[src/rtl/regfile_writeback_pkg.sv]
// Shared definitions for the register-file writeback path.
//   NUM_REGS / XLEN / ADDR_W : default geometry of the DSP register file
//   wb_src_e                 : which producer supplied a registered writeback
//   rr_e                     : round-robin owner between MAC and load
//   REG_DSP0..2              : indices of the three DSP registers (16-18)
package regfile_writeback_pkg;

    localparam int unsigned NUM_REGS = 19;
    localparam int unsigned XLEN     = 32;
    localparam int unsigned ADDR_W   = 5;

    localparam int unsigned REG_DSP0 = 16;
    localparam int unsigned REG_DSP1 = 17;
    localparam int unsigned REG_DSP2 = 18;

    typedef enum logic [1:0] {
        SRC_ALU = 2'd0,
        SRC_MAC = 2'd1,
        SRC_LD  = 2'd2
    } wb_src_e;

    typedef enum logic {
        RR_MAC = 1'b0,
        RR_LD  = 1'b1
    } rr_e;

endpackage

[src/rtl/regfile_writeback_scoreboard.sv]
// Pending multi-cycle write scoreboard.
//   clk, rst         : clock, synchronous active-high reset
//   alloc_en/rd      : issue stage dispatched a MAC/load op targeting rd
//   clr_en/rd        : a MAC/load writeback is landing in the register file
//   busy             : per-register pending-write flags (bit 0 always 0)
//   alloc_err        : combinational, alloc_rd is outside the register file
module wb_scoreboard
    import regfile_writeback_pkg::*;
#(
    parameter int unsigned NUM_REGS = regfile_writeback_pkg::NUM_REGS,
    parameter int unsigned ADDR_W   = regfile_writeback_pkg::ADDR_W
) (
    input  logic                clk,
    input  logic                rst,
    input  logic                alloc_en,
    input  logic [ADDR_W-1:0]   alloc_rd,
    input  logic                clr_en,
    input  logic [ADDR_W-1:0]   clr_rd,
    output logic [NUM_REGS-1:0] busy,
    output logic                alloc_err
);

    logic [NUM_REGS-1:0] busy_q;
    logic [NUM_REGS-1:0] busy_next;
    logic                alloc_ok;

    assign alloc_err = alloc_en && (32'(alloc_rd) >= NUM_REGS);
    assign alloc_ok  = alloc_en && !alloc_err && (alloc_rd != '0);

    // Set is ORed in after the clear so a re-allocation on the clearing
    // edge keeps the register busy for the newer op.
    always_comb begin
        busy_next = '0;
        for (int unsigned i = 1; i < NUM_REGS; i++) begin
            busy_next[i] = (alloc_ok && (alloc_rd == ADDR_W'(i)))
                        || (busy_q[i] && !(clr_en && (clr_rd == ADDR_W'(i))));
        end
    end

    always_ff @(posedge clk) begin
        if (rst) begin
            busy_q <= '0;
        end else begin
            busy_q <= busy_next;
        end
    end

    assign busy = busy_q;

endmodule

[src/rtl/regfile_writeback.sv]
// Writeback arbiter for the DSP register file write port.
//   clk, rst             : clock, synchronous active-high reset
//   alu_*                : ALU result, always accepted, highest priority
//   mac_* / ld_*         : MAC and load results, valid/ready, round-robin
//   alloc_en/alloc_rd    : issue-stage allocation of a multi-cycle write
//   wb_en/wb_rd/wb_data  : registered register-file write port
//   busy                 : per-register pending multi-cycle write
//   addr_err             : sticky out-of-range destination flag
module regfile_writeback
    import regfile_writeback_pkg::*;
#(
    parameter int unsigned NUM_REGS = regfile_writeback_pkg::NUM_REGS,
    parameter int unsigned XLEN     = regfile_writeback_pkg::XLEN,
    parameter int unsigned ADDR_W   = regfile_writeback_pkg::ADDR_W
) (
    input  logic                clk,
    input  logic                rst,
    input  logic                alu_valid,
    input  logic [ADDR_W-1:0]   alu_rd,
    input  logic [XLEN-1:0]     alu_data,
    input  logic                mac_valid,
    output logic                mac_ready,
    input  logic [ADDR_W-1:0]   mac_rd,
    input  logic [XLEN-1:0]     mac_data,
    input  logic                ld_valid,
    output logic                ld_ready,
    input  logic [ADDR_W-1:0]   ld_rd,
    input  logic [XLEN-1:0]     ld_data,
    input  logic                alloc_en,
    input  logic [ADDR_W-1:0]   alloc_rd,
    output logic                wb_en,
    output logic [ADDR_W-1:0]   wb_rd,
    output logic [XLEN-1:0]     wb_data,
    output logic [NUM_REGS-1:0] busy,
    output logic                addr_err
);

    rr_e                rr_ptr;
    wb_src_e            wb_src;

    logic               sel_valid;
    logic [ADDR_W-1:0]  sel_rd;
    logic [XLEN-1:0]    sel_data;
    wb_src_e            sel_src;
    logic               sel_bad_rd;
    logic               alloc_err;
    logic               clr_en;

    assign mac_ready = !rst && !alu_valid && mac_valid
                    && (!ld_valid || rr_ptr == RR_MAC);
    assign ld_ready  = !rst && !alu_valid && ld_valid
                    && (!mac_valid || rr_ptr == RR_LD);

    always_comb begin
        sel_valid = 1'b0;
        sel_rd    = '0;
        sel_data  = '0;
        sel_src   = SRC_ALU;
        if (alu_valid) begin
            sel_valid = 1'b1;
            sel_rd    = alu_rd;
            sel_data  = alu_data;
            sel_src   = SRC_ALU;
        end else if (mac_ready) begin
            sel_valid = 1'b1;
            sel_rd    = mac_rd;
            sel_data  = mac_data;
            sel_src   = SRC_MAC;
        end else if (ld_ready) begin
            sel_valid = 1'b1;
            sel_rd    = ld_rd;
            sel_data  = ld_data;
            sel_src   = SRC_LD;
        end
    end

    assign sel_bad_rd = 32'(sel_rd) >= NUM_REGS;

    always_ff @(posedge clk) begin
        if (rst) begin
            wb_en    <= 1'b0;
            wb_rd    <= '0;
            wb_data  <= '0;
            wb_src   <= SRC_ALU;
            rr_ptr   <= RR_MAC;
            addr_err <= 1'b0;
        end else begin
            wb_en <= sel_valid && !sel_bad_rd && (sel_rd != '0);
            if (sel_valid) begin
                wb_rd   <= sel_rd;
                wb_data <= sel_data;
                wb_src  <= sel_src;
            end
            if (mac_ready || ld_ready) begin
                rr_ptr <= mac_ready ? RR_LD : RR_MAC;
            end
            if ((sel_valid && sel_bad_rd) || alloc_err) begin
                addr_err <= 1'b1;
            end
        end
    end

    // Clear fires while the write is on the port, i.e. on the same edge
    // the register file captures it.
    assign clr_en = wb_en && (wb_src == SRC_MAC || wb_src == SRC_LD);

    wb_scoreboard #(
        .NUM_REGS (NUM_REGS),
        .ADDR_W   (ADDR_W)
    ) u_scoreboard (
        .clk       (clk),
        .rst       (rst),
        .alloc_en  (alloc_en),
        .alloc_rd  (alloc_rd),
        .clr_en    (clr_en),
        .clr_rd    (wb_rd),
        .busy      (busy),
        .alloc_err (alloc_err)
    );

endmodule

[config.mk]
export PLATFORM = sky130hd
export DESIGN_NAME = regfile_writeback
export DESIGN_NICKNAME = d
export VERILOG_FILES = /design/src/rtl/regfile_writeback_pkg.sv /design/src/rtl/regfile_writeback_scoreboard.sv /design/src/rtl/regfile_writeback.sv
export SDC_FILE = /design/constraint.sdc
export NUM_CORES = 1
export LEC_CHECK = 0
export BUFFER_PORTS_ARGS = -buffer_cell sky130_fd_sc_hd__buf_4
export CAP_MARGIN = 10
export CORE_MARGIN = 5
export CORE_UTILIZATION = 38
export CTS_BUF_LIST = sky130_fd_sc_hd__clkbuf_16
export CTS_CLUSTER_DIAMETER = 40
export DETAILED_ROUTE_END_ITERATION = 8
export PLACE_DENSITY_LB_ADDON = 0.15
export SLEW_MARGIN = 20
export SYNTH_ARGS = -nofsm -noshare
export SYNTH_HDL_FRONTEND = slang
export SYNTH_SLANG_ARGS = --single-unit
[constraint.sdc]
create_clock -name clk -period 1.73 [get_ports clk]
set_input_delay 0.0865 -clock clk [delete_from_list [all_inputs] [get_ports clk]]
set_output_delay 0.0865 -clock clk [all_outputs]
set_load 0.005 [all_outputs]
Word-level counts from Yosys, hierarchy flattened
Index checks and enable logic that the tools add are counted. Widths: inputs -> output; s select.

Magnitude comparators: 2. Equal/unequal tests: 38. Multiplexer cells: 13. Bitwise operators: 1. Reductions and logical operators: 115.

Operator list (count): $mux 32 (3); $eq 5x4->1 const B (16); $logic_and 1x1->1 (66); $eq 5x3->1 const B (8); $eq 5x5->1 const B (6); $logic_not 1->1 (24); $logic_or 1x1->1 (23); $eq 5x2->1 const B (4); $mux 5 (3); $eq 5x1->1 const B (2); $ge 5x5->1 const B (2); $reduce_bool 5->1 (2); $mux 2 (3); $mux 1 (4); $eq 2x1->1 const B (1); $eq 2x2->1 const B (1); $not 1->1 (1).

Register bits: 61. Bits of input ports: 122. Word-level logic and storage cells: 177.

Logic depth before layout (Yosys ltp)
Depth in word-level cells: 11. Mapped depth: 7.

Cells and area by module
From an unflattened synthesis, not the netlist that was laid out.

Cell total of the unflattened synthesis: 339. Area, all modules: 2904.0 µm².

Modules (own cells, without submodules): regfile_writeback (instances 1, cells each 246, area each 2009.4 µm², seq. area each 840.8 µm²); wb_scoreboard (instances 1, cells each 93, area each 894.6 µm², seq. area each 360.3 µm²).

Worst setup path after synthesis
Ideal clock, no wire load.

Kind: register -> register. From: reg rr_ptr. To: reg wb_en. Setup time: 0.103 ns. Arrival: 1.810 ns. Data required time: 1.627 ns. Path slack: -0.183 ns. Stages on the path, launching flop included: 7. Clock period less this slack: 1.913 ns. Cells stage by stage: dfxtp_1 nand2b_1 and3_1 buf_2 a221o_1 o32a_1 a2111oi_2.

Longest elaborated chain between the ends: 9. Elaborated cells on any way between the ends: 16. Those cells by class: 1 x order compare; 6 x mux; 1 x bitwise; 8 x reduce/logical.

Ends and longest elaborated chain: start: declaration (RTL line regfile_writeback.sv:38) `rr_e rr_ptr;`; start signal: assignment (RTL line regfile_writeback.sv:95) `rr_ptr <= mac_ready ? RR_LD : RR_MAC;`; $logic_or 1x1->1 or $not 1->1 (tied branches) (RTL line regfile_writeback.sv:52, regfile_writeback.sv:50); $logic_and 1x1->1 or $logic_or 1x1->1 (tied branches) (RTL line regfile_writeback.sv:52, regfile_writeback.sv:50); $mux 5 or $logic_and 1x1->1 (tied branches) (RTL line regfile_writeback.sv:69, regfile_writeback.sv:50); $mux 5 (RTL line regfile_writeback.sv:64) `end else if (mac_ready) begin`; $mux 5 (RTL line regfile_writeback.sv:59) `if (alu_valid) begin`; $ge 5x5->1 (RTL line regfile_writeback.sv:77) `assign sel_bad_rd = 32'(sel_rd) >= NUM_REGS;`; $logic_not 1->1 (RTL line regfile_writeback.sv:88) `wb_en <= sel_valid && !sel_bad_rd && (sel_rd != '0);`; $logic_and 1x1->1 (RTL line regfile_writeback.sv:88); $logic_and 1x1->1 * (RTL line regfile_writeback.sv:88); end signal: assignment (RTL line regfile_writeback.sv:88); end: declaration (RTL line regfile_writeback.sv:31) `output logic wb_en,`.

Every way passes the cells marked *; elsewhere a longest branch is shown, timed or not. A chain may end at the register's enable or synchronous reset.

Worst setup path in the final report
From: reg rr_ptr. To: reg addr_err.

Longest elaborated chain between the ends: 8. Elaborated cells on any way between the ends: 14. Those cells by class: 1 x order compare; 6 x mux; 1 x bitwise; 6 x reduce/logical.

Ends and longest elaborated chain: $logic_or 1x1->1 or $not 1->1 (tied branches) (RTL line regfile_writeback.sv:52, regfile_writeback.sv:50); $logic_and 1x1->1 or $logic_or 1x1->1 (tied branches) (RTL line regfile_writeback.sv:52, regfile_writeback.sv:50); $mux 5 or $logic_and 1x1->1 (tied branches) (RTL line regfile_writeback.sv:69, regfile_writeback.sv:50); $mux 5 (RTL line regfile_writeback.sv:64); $mux 5 (RTL line regfile_writeback.sv:59); $ge 5x5->1 (RTL line regfile_writeback.sv:77); $logic_and 1x1->1 * (RTL line regfile_writeback.sv:97) `if ((sel_valid && sel_bad_rd) || alloc_err) begin`; $logic_or 1x1->1 * (RTL line regfile_writeback.sv:97); end signal: assignment (RTL line regfile_writeback.sv:86) `addr_err <= 1'b0;`; end signal: assignment (RTL line regfile_writeback.sv:98) `addr_err <= 1'b1;`; end: declaration (RTL line regfile_writeback.sv:35) `output logic addr_err`.

Marked as above.

==> reports/metrics.cfg <==
[outcome]
status=complete, no violations

[cts]
clock_path_buffers=2
cts_max_level=3
clkSinkCount=60
cts_root_buffer=clkbuf_16
clk_pin_slew_ns=0.05
cts_made_buffers=9
clk_latency_ns=0.33
hold_buffers=0
cts_tree=done

[place]
dp_hpwl_um=7670
gp_congestion=0.842
postPlaceCellArea_um2=4250
pre_cts_slack_ns=0.0297
portBuffers=180

[yosys]
synth.top_cell.area_share_pct=43.8
yosysWarnings=0
synth_area_um2=2740
synthesis.nets=453
avgSynthCellArea_um2=8.28
synth_edf_count=0
synth_mux_area_share_pct=0
synthSimpleGateAreaFrac_pct=17.9
ys_seq_area_share_pct=43.8
synthAdderAreaFrac_pct=0
synth_xor_area_share_pct=0.639
synth_top_family_by_area=compound AO/OA/AOI/OAI gates
synth_top_cell_by_area=dfxtp_1
ys_ff_latch=60
synth.most_common_cell=dfxtp_1
yosys-top-cells-count=dfxtp_1 (60), a21oi_1 (42), a22oi_1 (38), nand2_1 (38), nor2_1 (29)
yosys-top-cells-area=dfxtp_1 (44%), a22oi_1 (10%), a21oi_1 (7.7%)
ys_types=44
synth_compound_area_share_pct=33.5
syn_inst=331
ys_async_sr_fraction_pct=0
postSynth.topFlopCell=dfxtp_1

[timing]
slew_violations=0
fin_crit_sh_pct=97.3
finalSetupViolCount=0
timing.fmax_mhz=594
tightest_slew_ns=0.627
max-slew-margin-rel_pct=58.1
fin_worst_skew_ns=0.00649
finalWorstSetupSlack_ns=0.0466
period_needed_ns=1.68
hold_viol_final=0

[power_and_ir_drop]
p_comb_share_pct=17.4
p_leak_nw=2.00
pwr-share-clk_pct=44.1
peakVddDrop_v=0.000550
seq_power_share_pct=38.5
p_int_w=0.00297
p_switching_w=0.000978
p_sw_share_pct=24.8
power_density_nw_per_um2=862

[worst_setup_path]
rrSetupSlack_ns=0.05
path_class=register to register
startpoint_type=register
critical_path_required_ns=1.94
crit_path_end_kind=register
arrival_ns=1.89
cp_max_fo=5

[cells_and_area]
num_antenna_cells=0
area_growth_pct=67.0
drive_above_1_share_pct=43.2
fin_area_um2=4580
fin_nets=635
nFillCells=653

[routing]
drc_errors=0
avgViaCountPerCell=5.33
wl_um=10100
wl_per_cell_um=16.4
num_vias=3289
drt_iter0_markers=121
dr.pass1.iters=5
antenna_left=0

[job]
drv_cap=0

[min_path]
hold_class=primary input to register

[floorplan]
design.die.area_um2=9010
die_h_um=94.9
pin_count=182
die_w_um=94.9
start_util_pct=38.4
num_rows=31
core_area_um2=7140

[global_routing]
antenna_found_initial=0
grt_pass1_vias=3439
grt_usage_pct=22.7
grt_pass1_wl_um=16000
grt-ovfl-total=0
grt_max_degree=38

==> layer usage <==
metal | routed length [µm] | global-route usage [%] | vias to the layer above
met2 | 5200 | 39.9 | 134
met3 | 928 | 7.73 | 12
met4 | 135 | 9.86 | 0
li1 | - | - | 1609
met5 | 0 | 0 | -
met1 | 3870 | 24.7 | 1534
==> state kept, by name, summed over array words and instances, names as in the netlist <==
register           count
addr_err               1
rr_ptr                 1
u_scoreboard.busy     18
wb_data               32
wb_en                  1
wb_rd                  5
wb_src                 2
==> final timing paths <==
path                                               to  depth (start not counted)                   from
worst min-delay path                       wb_data[1]                          3             ld_data[1]
worst max register to register               addr_err                          5                 rr_ptr
worst min register to register  u_scoreboard.busy[13]                          2  u_scoreboard.busy[13]
worst max-delay path                         addr_err                          5                 rr_ptr
==> logic make-up (layout without fill, tap and decap cells) <==
| kind of cell | after synthesis | count (layout) |
|---|---|---|
| other | 1 | 1 |
| AO/OA/AOI/OAI | 136 | 136 |
| buffers and inverters | 28 | 215 |
| AND/OR/NAND/NOR | 104 | 104 |
| XOR/XNOR | 2 | 2 |
| flip-flops | 60 | 60 |
==> layout make-up <==
| type | instances | area, µm² | area share, % |
|---|---|---|---|
| timing repair buffer | 194 | 1480 | 32.3 |
| multi-input combinational | 243 | 1460 | 31.9 |
| sequential | 60 | 1200 | 26.3 |
| clock buffer | 9 | 225 | 4.92 |
| tap | 99 | 124 | 2.71 |
| clock inverter | 7 | 67.6 | 1.48 |
| inverter | 5 | 18.8 | 0.410 |
==> power by group through the flow <==
| stage | sequential, W | combinational [W] | clock [W] |
|---|---|---|---|
| floorplan | 0.00154 | 0.000255 | 0 |
| global placement | 0.00154 | 0.000674 | 0 |
| detailed placement | 0.00154 | 0.000682 | 0 |
| CTS | 0.00152 | 0.000687 | 0.00177 |
| global route | 0.00153 | 0.000752 | 0.00184 |
| finish | 0.00152 | 0.000687 | 0.00174 |
==> stage by stage <==
step / setup TNS (ns) / std cells / util [%] / hold slack, ns / power, W
floorplan: 0 / 331 / - / 0.228 / 0.00180
global placement: 0 / 600 / 59.6 / 0.344 / 0.00221
detailed placement: 0 / 600 / 59.6 / 0.350 / 0.00223
CTS: 0 / 616 / 63.8 / 0.00848 / 0.00398
global route: -0.00178 / 617 / 64.1 / 0.0151 / 0.00412
finish: 0 / 617 / 64.1 / 0.0151 / 0.00394
==> cell usage in the layout (no fill, tap or decap), types with 2 or more instances in the layout <==
cell type	n
buf_4	192
dfxtp_1	57
a21oi_1	42
nand2_1	38
a22oi_1	38
nor2_1	28
o21ai_0	15
a221oi_1	13
a211oi_1	12
clkbuf_16	9
nor3_1	6
nand4_1	5
and2_1	5
inv_1	4
a32oi_1	3
nand3b_1	3
nand3_1	3
dfxtp_2	3
nor2_2	2
or2_2	2
nor3b_1	2
nand2b_1	2
a2bb2oi_1	2
clkinvlp_4	2
clkinv_2	2
==> what timing repair did <==
item | CTS | global route
pin swaps | 0 | 2
resized for setup | 2 | 5
buffers inserted | 0 | 1
setup endpoints to repair | 1 | 6
==> critical path: stages, from the launching register on <==
cell      delay, ns
dfxtp_2        0.34
nand2b_4       0.16
and3_4         0.15
a221o_1        0.34
o32a_1         0.33
o31a_1         0.24
No activity file was read; power rests on OpenSTA's default activity.
